`config.mk`:
```
export PLATFORM = sky130hd
export DESIGN_NAME = instr_fetch_unit_flat
export DESIGN_NICKNAME = d
export VERILOG_FILES = /design/src/rtl/instr_fetch_unit_if.sv /design/src/rtl/instr_fetch_unit.sv /design/src/flat_wrapper.sv
export SDC_FILE = /design/constraint.sdc
export NUM_CORES = 1
export LEC_CHECK = 0
export ABC_AREA = 1
export BUFFER_PORTS_ARGS = -buffer_cell sky130_fd_sc_hd__buf_2
export CORE_MARGIN = 5
export CORE_UTILIZATION = 45
export CTS_CLUSTER_SIZE = 40
export DETAILED_ROUTE_END_ITERATION = 10
export PLACE_DENSITY = 0.74
export SYNTH_ARGS = -nofsm -noshare
export SYNTH_HDL_FRONTEND = slang
export SYNTH_SLANG_ARGS = --single-unit
```
`constraint.sdc`:
```
create_clock -name clk -period 1.93 [get_ports clk]
set_input_delay 0.193 -clock clk [delete_from_list [all_inputs] [get_ports clk]]
set_output_delay 0.193 -clock clk [all_outputs]
set_load 0.05 [all_outputs]
```
`src/rtl/instr_fetch_unit_if.sv`:
```
// Instruction memory bus between the fetch unit (master) and the word memory (slave).
// The fetch unit presents a byte address; the memory answers with the word in the same cycle.
interface instr_fetch_unit_if;
  logic [31:0] imem_addr;
  logic [31:0] imem_instr;

  modport master (output imem_addr, input imem_instr);
  modport slave  (input imem_addr, output imem_instr);
endinterface

```
`src/rtl/instr_fetch_unit.sv`:
```
// Instruction fetch stage: owns the PC, fetches from a zero-latency word memory and
// fills the IF/ID register. Handles redirects, hazard stalls, halt and out-of-range fetches.
// Optional macro FETCH_PERF_EN adds saturating fetch/flush performance counters.
module instr_fetch_unit #(
  parameter logic [31:0] RESET_PC   = 32'h0000_0000,
  parameter logic [31:0] PC_STEP    = 32'd4,
  parameter int          IMEM_WORDS = 16
) (
  input  logic                 clk,
  input  logic                 rst_n,
  instr_fetch_unit_if.master   imem,
  input  logic                 stall,
  input  logic                 redirect,
  input  logic [31:0]          redirect_target,
  input  logic                 halt,
  output logic [31:0]          if_id_instr,
  output logic [31:0]          if_id_pc,
  output logic [31:0]          if_id_pc_plus4,
  output logic                 if_id_valid,
  output logic                 oor_err,
  output logic [1:0]           fetch_state
`ifdef FETCH_PERF_EN
  ,
  output logic [31:0]          perf_fetched,
  output logic [31:0]          perf_flushed
`endif
);

  localparam logic [31:0] IMEM_BYTES = 32'(IMEM_WORDS * 4);

  typedef enum logic [1:0] {
    BOOT   = 2'b00,
    RUN    = 2'b01,
    HALTED = 2'b10
  } state_t;

  state_t      state_q, state_d;
  logic [31:0] pc_q, pc_d;
  logic [31:0] instr_q, instr_d;
  logic [31:0] ipc_q, ipc_d;
  logic [31:0] ip4_q, ip4_d;
  logic        valid_q, valid_d;
  logic        oor_q, oor_d;
  logic        out_of_range;

  assign imem.imem_addr = pc_q;
  assign out_of_range   = (pc_q >= IMEM_BYTES);

  assign if_id_instr    = instr_q;
  assign if_id_pc       = ipc_q;
  assign if_id_pc_plus4 = ip4_q;
  assign if_id_valid    = valid_q;
  assign oor_err        = oor_q;
  assign fetch_state    = state_q;

  // State register and IF/ID pipeline register, synchronous active-low reset.
  always_ff @(posedge clk) begin
    if (!rst_n) begin
      state_q <= BOOT;
      pc_q    <= RESET_PC;
      instr_q <= 32'd0;
      ipc_q   <= 32'd0;
      ip4_q   <= 32'd0;
      valid_q <= 1'b0;
      oor_q   <= 1'b0;
    end else begin
      state_q <= state_d;
      pc_q    <= pc_d;
      instr_q <= instr_d;
      ipc_q   <= ipc_d;
      ip4_q   <= ip4_d;
      valid_q <= valid_d;
      oor_q   <= oor_d;
    end
  end

  // Next-state and next-datapath logic; in RUN: redirect > stall > halt/range > normal fetch.
  always_comb begin
    state_d = state_q;
    pc_d    = pc_q;
    instr_d = instr_q;
    ipc_d   = ipc_q;
    ip4_d   = ip4_q;
    valid_d = valid_q;
    oor_d   = oor_q;

    case (state_q)
      BOOT: begin
        state_d = RUN;
      end
      RUN: begin
        if (redirect) begin
          pc_d    = redirect_target & ~32'd3;
          valid_d = 1'b0;
          instr_d = 32'd0;
        end else if (stall) begin
          pc_d = pc_q;
        end else if (halt || out_of_range) begin
          state_d = HALTED;
          valid_d = 1'b0;
          if (out_of_range) begin
            oor_d = 1'b1;
          end
        end else begin
          pc_d    = pc_q + PC_STEP;
          instr_d = imem.imem_instr;
          ipc_d   = pc_q;
          ip4_d   = pc_q + PC_STEP;
          valid_d = 1'b1;
        end
      end
      HALTED: begin
        valid_d = 1'b0;
      end
      default: begin
        state_d = HALTED;
        valid_d = 1'b0;
      end
    endcase
  end

`ifdef FETCH_PERF_EN
  logic [31:0] fetched_q;
  logic [31:0] flushed_q;
  logic        fetch_evt;
  logic        flush_evt;

  assign fetch_evt    = (state_q == RUN) && !redirect && !stall && !halt && !out_of_range;
  assign flush_evt    = (state_q == RUN) && redirect && valid_q;
  assign perf_fetched = fetched_q;
  assign perf_flushed = flushed_q;

  // Saturating counters of completed fetches and of valid instructions flushed by redirects.
  always_ff @(posedge clk) begin
    if (!rst_n) begin
      fetched_q <= 32'd0;
      flushed_q <= 32'd0;
    end else begin
      if (fetch_evt && (fetched_q != 32'hFFFF_FFFF)) begin
        fetched_q <= fetched_q + 32'd1;
      end
      if (flush_evt && (flushed_q != 32'hFFFF_FFFF)) begin
        flushed_q <= flushed_q + 32'd1;
      end
    end
  end
`endif

endmodule

```
`src/flat_wrapper.sv`:
```
// flat-port wrapper written by rule: the top's interface ports become plain ports
module instr_fetch_unit_flat 
#(
  parameter logic [31:0] RESET_PC   = 32'h0000_0000,
  parameter logic [31:0] PC_STEP    = 32'd4,
  parameter int          IMEM_WORDS = 16
)
  (clk, rst_n, stall, redirect, redirect_target, halt, if_id_instr, if_id_pc, if_id_pc_plus4, if_id_valid, oor_err, fetch_state, imem_imem_addr, imem_imem_instr);
  instr_fetch_unit_if imem_i ();
  input  logic clk;
  input  logic rst_n;
  input  logic stall;
  input  logic redirect;
  input  logic [31:0] redirect_target;
  input  logic halt;
  output logic [31:0] if_id_instr;
  output logic [31:0] if_id_pc;
  output logic [31:0] if_id_pc_plus4;
  output logic if_id_valid;
  output logic oor_err;
  output logic [1:0] fetch_state;
  output wire logic [$bits(imem_i.imem_addr)-1:0] imem_imem_addr;
  input wire logic [$bits(imem_i.imem_instr)-1:0] imem_imem_instr;
  assign imem_imem_addr = imem_i.imem_addr;
  assign imem_i.imem_instr = imem_imem_instr;
  instr_fetch_unit #(.RESET_PC(RESET_PC), .PC_STEP(PC_STEP), .IMEM_WORDS(IMEM_WORDS)) u_core (.clk(clk), .rst_n(rst_n), .imem(imem_i), .stall(stall), .redirect(redirect), .redirect_target(redirect_target), .halt(halt), .if_id_instr(if_id_instr), .if_id_pc(if_id_pc), .if_id_pc_plus4(if_id_pc_plus4), .if_id_valid(if_id_valid), .oor_err(oor_err), .fetch_state(fetch_state));
endmodule
```
==> results of run 1 <==
## registers in the layout, summed over array words and instances, names as in the netlist
name and cells:
u_core.if_id_instr 32, u_core.if_id_valid 1, u_core.if_id_pc_plus4 30, u_core.imem.imem_addr 30
u_core.fetch_state 2, u_core.if_id_pc 30, u_core.oor_err 1
## kinds of logic (layout without fill, tap and decap cells)
| family | after synthesis | in the layout | share of synthesized area [%] |
|---|---|---|---|
| other | 1 | 6 | 0.06884 |
| AOI/OAI and AO/OA | 55 | 55 | 5.145 |
| DFF | 126 | 126 | 46.30 |
| buffers and inverters | 160 | 356 | 12.54 |
| adders and majority gates | 2 | 2 | 0.4593 |
| xor gates and xnor gates | 6 | 6 | 0.9646 |
| and+or+nand+nor | 417 | 417 | 34.52 |
## power groups by stage
stage / registers [mW] / logic [mW] / clock network [mW]
floorplan: 2.95 / 0.392 / 0
global placement: 2.76 / 0.825 / 0
detailed placement: 2.76 / 0.827 / 0
CTS: 2.70 / 0.831 / 3.22
global route: 2.71 / 0.910 / 3.34
finish: 2.70 / 0.831 / 3.15
## worst paths after layout
check                                   to                       from  cells after the start
setup reg to reg        u_core.if_id_pc[5]  u_core.imem.imem_addr[16]                     12
hold / removal       u_core.if_id_instr[2]         imem_imem_instr[2]                      3
setup / recovery        u_core.if_id_pc[5]  u_core.imem.imem_addr[16]                     12
hold reg to reg   u_core.if_id_pc_plus4[2]   u_core.if_id_pc_plus4[2]                      2
## cell usage in the layout (no fill, tap or decap), drive strengths merged, types with 9 or more instances in the layout
| cell type | instances |
|---|---|
| inv | 110 |
| clkinv | 9 |
| dfxtp | 126 |
| nand4 | 33 |
| buf | 214 |
| clkbuf | 19 |
| nand3 | 79 |
| nor2 | 104 |
| nand2 | 198 |
| a21oi | 47 |
## metal layers
layer  GRT usage, %  routed length, um  vias up  part of all wire [%]
li1               -                  -     2737                     -
met1          25.03               6226     2345                    43
met2          32.84               7052      153                    48
met3          7.069               1071       22                   7.3
met4          7.516                267        2                   1.8
met5              0                 20        -                  0.14
## what timing repair did
action / 4_1_cts / 5_1_grt
setup endpoints to repair: 0 / 9
buffers inserted: 0 / 0
gates resized for setup: 0 / 2
## critical path, cell delays in order (launching register included)
cell     delay [ps]
dfxtp_1         330
inv_1            80
nand2_1          50
nor2_1          100
nand2_1          70
nor2_2          140
nand2_1         120
inv_2           120
nand3_2          90
buf_12          230
nand2_1          90
nand2_1          50
nor2_1          100
## layout make-up
cell class,count,share of cell area (%)
clock inverters,13,1.941
well taps,147,2.571
flip-flops and latches,126,35.27
multi-input cells,486,31.64
repair buffers,214,16.47
clock buffers,19,6.331
inverters,110,5.771
==> impl_metrics.yaml, run 1 <==
route:
  dr_total_vias: 5259
  wl_mm: 14.64
  ant_nets: 0
  viasPerCell: 4.717
  firstDrtPassIters: 4
  post_drt_wl_per_cell_um: 13.13
  drtIter0Drc: 387
  drc: 0
timing:
  rsz0062_at_grt: "false"
  timing.fmax_ghz: 0.6032
  hold_ws_ps: 53.09
  fin_crit_sh_pct: 85.90
  finalHoldViolCount: 0
  fin_ws_ps: 272.2
  tns_ps: 0
  finalClockSkew_ps: 6.720
  setup_violations: 0
  final.min_clock_period_ps: 1658
  drv_slew: 0
setup_path:
  crit_required_ps: 2280
  critPathKind: "flip-flop to flip-flop"
  crit_path_end_kind: "flip-flop"
  crit_path_start_kind: "flip-flop"
  path_max_fanout: 68
  rrSetupSlack_ps: 270
  worstPathArrival_ps: 2010
yosys:
  netlist.area_leader.share_pct: 46.30
  synthCells: 767
  ys_ff_latch: 126
  synth_warnings: 0
  avgSynthCellArea_sq_um: 7.103
  ys_async_sr_fraction_pct: 0
  synthTopCellsByCount: "nand2_1, dfxtp_1, nor2_1"
  syn_area_sq_um: 5448
  netlist.top_cell.by_area: "dfxtp_1"
  synth_edf_count: 0
  yosysMostFrequentCell: "nand2_1"
  ys_seq_area_share_pct: 46.30
  ys_top_cells_by_area: "dfxtp_1, nand2_1, nor2_1"
  ys.flop_type: "dfxtp_1"
  synth.distinct_cells: 26
global_routing:
  first_global_vias: 4786
  gr-total-overflow: 0
  antenna_found_initial: 1
  grtUsageTotal_pct: 20.33
  grt_max_degree: 85
  grt_pass1_wl_mm: 23.74
pwr:
  irDropWorstVdd_uv: 668.7
  swShare_pct: 27.12
  share_seq_of_total_power_pct: 40.5
  combPwrFrac_pct: 12.4
  power_density_nw_per_um2: 933.9
  p_leak_nw: 3.962
  p_switching_mw: 1.812
  finalPower_mw: 6.682
  p_int_mw: 4.869
  clkPwrFrac_pct: 47.1
layout:
  drive_gt1_share_pct: 30.99
  fin_util_pct: 59.81
  multiInputGateArea_sq_um: 2263
  stdcell_area_sq_um: 7154
  syn_to_final_growth_pct: 31.33
  layout.nets: 1026
  fillers: 1137
  fin_cells: 1115
  diodes: 0
  regArea_sq_um: 2524
floorplan:
  die_w_um: 120.0
  coreArea_sq_um: 11960
  initial_core_util_pct: 45.54
  die_area_sq_um: 14410
  fp.dieH_um: 120.0
  pin_count: 201
  rows: 40
clock_tree:
  clkTransAtPathRegs_ps: 60
  htree_levels: 4
  cts_sinks: 126
  cts_hold_buffers: 0
  root_buffer: "clkbuf_16"
  cts-buffers-inserted: 17
  cts_buffer_depth: 2
  clock_latency_ps: 410
  cts_tree: "yes"
worst_hold_path:
  worstHoldPathType: "input port to flip-flop"
placed_design:
  dp.cells: 1083
  hpwl_mm: 10.09
  dpl_cell_area_sq_um: 6559
  place.gp.congestion: 0.8459
  port_buffers: 192
  dp_slack_ps: 197.2
job:
  drv_cap: 0
outcome:
  outcome: "finished, final reports clean"
No activity file was read; power rests on OpenSTA's default activity.
==> run 2, diff against run 1 <==
--- a/config.mk
+++ b/config.mk
@@ -5,13 +5,13 @@
 export SDC_FILE = /design/constraint.sdc
 export NUM_CORES = 1
 export LEC_CHECK = 0
-export ABC_AREA = 1
 export BUFFER_PORTS_ARGS = -buffer_cell sky130_fd_sc_hd__buf_2
 export CORE_MARGIN = 5
 export CORE_UTILIZATION = 45
 export CTS_CLUSTER_SIZE = 40
 export DETAILED_ROUTE_END_ITERATION = 10
-export PLACE_DENSITY = 0.74
+export PLACE_DENSITY = 0.78
+export RECOVER_POWER = 25
 export SYNTH_ARGS = -nofsm -noshare
 export SYNTH_HDL_FRONTEND = slang
 export SYNTH_SLANG_ARGS = --single-unit
==> impl_metrics.yaml, run 2 <==
clock_tree:
  clkTransAtPathRegs_ps: 60
  root_buffer: "clkbuf_8"
  cts-buffers-inserted: 17
  clock_latency_ps: 500
  cts_buffer_depth: 2
  cts_tree: "yes"
  htree_levels: 4
  cts_sinks: 126
timing:
  finalHoldViolCount: 0
  fin_crit_sh_pct: 104.7
  drv_slew: 0
  tns_ps: -4325
  finalClockSkew_ps: 10.01
  fin_ws_ps: -91.23
  tightest_slew_ps: 648.0
  final.min_clock_period_ps: 2021
  setup_violations: 84
  max_slew_margin_pct: 56.98
  rsz0062_at_grt: "true"
  hold_ws_ps: 41.43
  timing.fmax_ghz: 0.4947
yosys:
  ys_ff_latch: 126
  synth.distinct_cells: 37
  synth_warnings: 0
  avgSynthCellArea_sq_um: 10.31
  ys_async_sr_fraction_pct: 0
  synthTopCellsByCount: "dfxtp_1, and2_1, nand2_1"
  ys.flop_type: "dfxtp_1"
  synthCells: 418
  synth_edf_count: 0
  netlist.top_cell.by_area: "dfxtp_1"
  netlist.area_leader.share_pct: 58.52
  yosysMostFrequentCell: "dfxtp_1"
  ys_top_cells_by_area: "dfxtp_1, and2_1, a32o_1"
  syn_area_sq_um: 4310
  ys_seq_area_share_pct: 58.52
worst_hold_path:
  min_to: "u_core.fetch_state[1]"
  worstHoldPathType: "input port to flip-flop"
  hp-start: "stall"
  holdPathStages: 3
pwr:
  irDropWorstVdd_uv: 710.7
  p_leak_nw: 3.139
  power_density_nw_per_um2: 946.9
setup_path:
  critPathKind: "flip-flop to flip-flop"
  worstPathArrival_ps: 2410
  rrSetupSlack_ps: -90
  crit_required_ps: 2320
  crit_path_end_kind: "flip-flop"
  rr_startpoint: "u_core.imem.imem_addr[12]"
  path_max_fanout: 12
  crit_path_start_kind: "flip-flop"
  ff2ff_path_depth: 7
  rr_endpoint: "u_core.if_id_pc[19]"
layout:
  syn_to_final_growth_pct: 63.02
  fillers: 651
  layout.nets: 756
  largest_reg_flops: 32
  drive_gt1_share_pct: 41.69
  final_cell_mix: "buf_2, dfxtp_1, dlygate4sd3_1"
  multiInputGateArea_sq_um: 1802
  final_common_cell: "buf_2"
  fin_cells: 828
  regArea_sq_um: 2565
  fin_util_pct: 75.69
global_routing:
  grt_pass1_wl_mm: 21.84
  grt_max_degree: 52
  first_global_vias: 4288
  gr-total-overflow: 0
  antenna_found_initial: 1
  grtUsageTotal_pct: 23.86
placed_design:
  port_buffers: 192
  dp.cells: 721
  hpwl_mm: 8.548
  place.gp.congestion: 0.7850
floorplan:
  coreArea_sq_um: 9284
  rows: 35
  fp.dieH_um: 107.9
  pin_count: 201
  die_w_um: 107.9
  initial_core_util_pct: 46.43
  die_area_sq_um: 11640
job:
  drv_cap: 0
route:
  wl_mm: 15.09
  viasPerCell: 5.163
  ant_nets: 0
  dr_total_vias: 4275
  drtIter0Drc: 276
  drc: 0
  post_drt_wl_per_cell_um: 18.23
  firstDrtPassIters: 4
outcome:
  violations: "negative setup slack"
  outcome: "finished, violations left"
-- run 2: cell types whose count changed after synthesis, moves of 7 or more --
cell | previous run | this run
a32o_1 | 0 | 32
nand3_1 | 58 | 5
nand3_2 | 21 | 0
buf_2 | 18 | 4
nand2_1 | 196 | 42
o21ai_0 | 5 | 15
and2_1 | 0 | 54
a21oi_1 | 47 | 14
nor2_1 | 103 | 18
inv_1 | 83 | 7
inv_2 | 25 | 0
mux2i_1 | 0 | 9
nor4_1 | 0 | 7
nand4_1 | 33 | 18
-- run 2: cell type report --
cell class,count,share of cell area [%]
clock buffers,20,6.339
inverters,7,0.3739
multi-input cells,250,25.64
flip-flops and latches,126,36.50
clock inverters,12,1.763
well taps,129,2.297
repair buffers,283,27.05
diodes,1,0.03561
-- run 2: cells by family (layout without fill, tap and decap cells) --
family	count (synthesis)	count (layout)	synth area share, %
buf+inv	47	322	5.544
xor+xnor	3	3	0.6097
simple gates	157	157	19.68
flops	126	126	58.52
compound gates	73	73	12.89
other cells	1	7	0.08700
mux	9	9	2.090
fa+ha+maj	2	2	0.5805
-- run 2: critical path, stage by stage, from the launching register on --
cell and delay (ps):
dfxtp_4 360, nor4_4 350, nand4_4 190, nor4_4 390, buf_4 180, nor2_4 80
buf_8 190, and2_1 160
-- run 2: worst max-delay path by stage --
stage | cells past startpoint | start | endpoint
2_1_floorplan | 7 | u_core.imem.imem_addr[30] | u_core.if_id_instr[10]
3_3_place_gp | 6 | u_core.imem.imem_addr[8] | u_core.if_id_instr[18]
3_5_place_dp | 6 | u_core.imem.imem_addr[24] | u_core.if_id_instr[30]
4_1_cts | 8 | u_core.imem.imem_addr[28] | u_core.if_id_pc[27]
5_1_grt | 7 | u_core.imem.imem_addr[12] | u_core.if_id_pc[19]
6_report | 7 | u_core.imem.imem_addr[12] | u_core.if_id_pc[19]
-- run 2: repair_timing --
item | 4_1_cts | 5_1_grt
pin swaps | 4 | 43
gates cloned | 1 | 8
hold buffers | 59 | 0
resized for setup | 5 | 50
setup endpoints to repair | 33 | 95
buffers inserted | 3 | 5
hold endpoints to repair | 59 | 0
-- run 2: power breakdown --
part           internal (mW)  switching [mW]
Combinational          0.368           0.530
Sequential              2.65          0.0618
Clock                   1.81            1.23
-- run 2: stage by stage --
step	instance area (sq um)	total power, mW	setup slack, ps
floorplan	4438	3.199	-53.87
global placement	5520	3.397	19.19
detailed placement	5520	3.414	-19.20
CTS	6759	6.546	-16.74
global route	7027	6.889	-157.9
finish	7027	6.653	-91.23
-- run 2: layer usage --
| metal | up-vias | track usage (%) | share of wire, % |
|---|---|---|---|
| li1 | 2001 | - | - |
| met1 | 2062 | 26.14 | 39 |
| met2 | 180 | 42.76 | 53 |
| met3 | 32 | 5.639 | 5.9 |
| met4 | 0 | 11.90 | 2.5 |
| met5 | - | 0 | 0 |
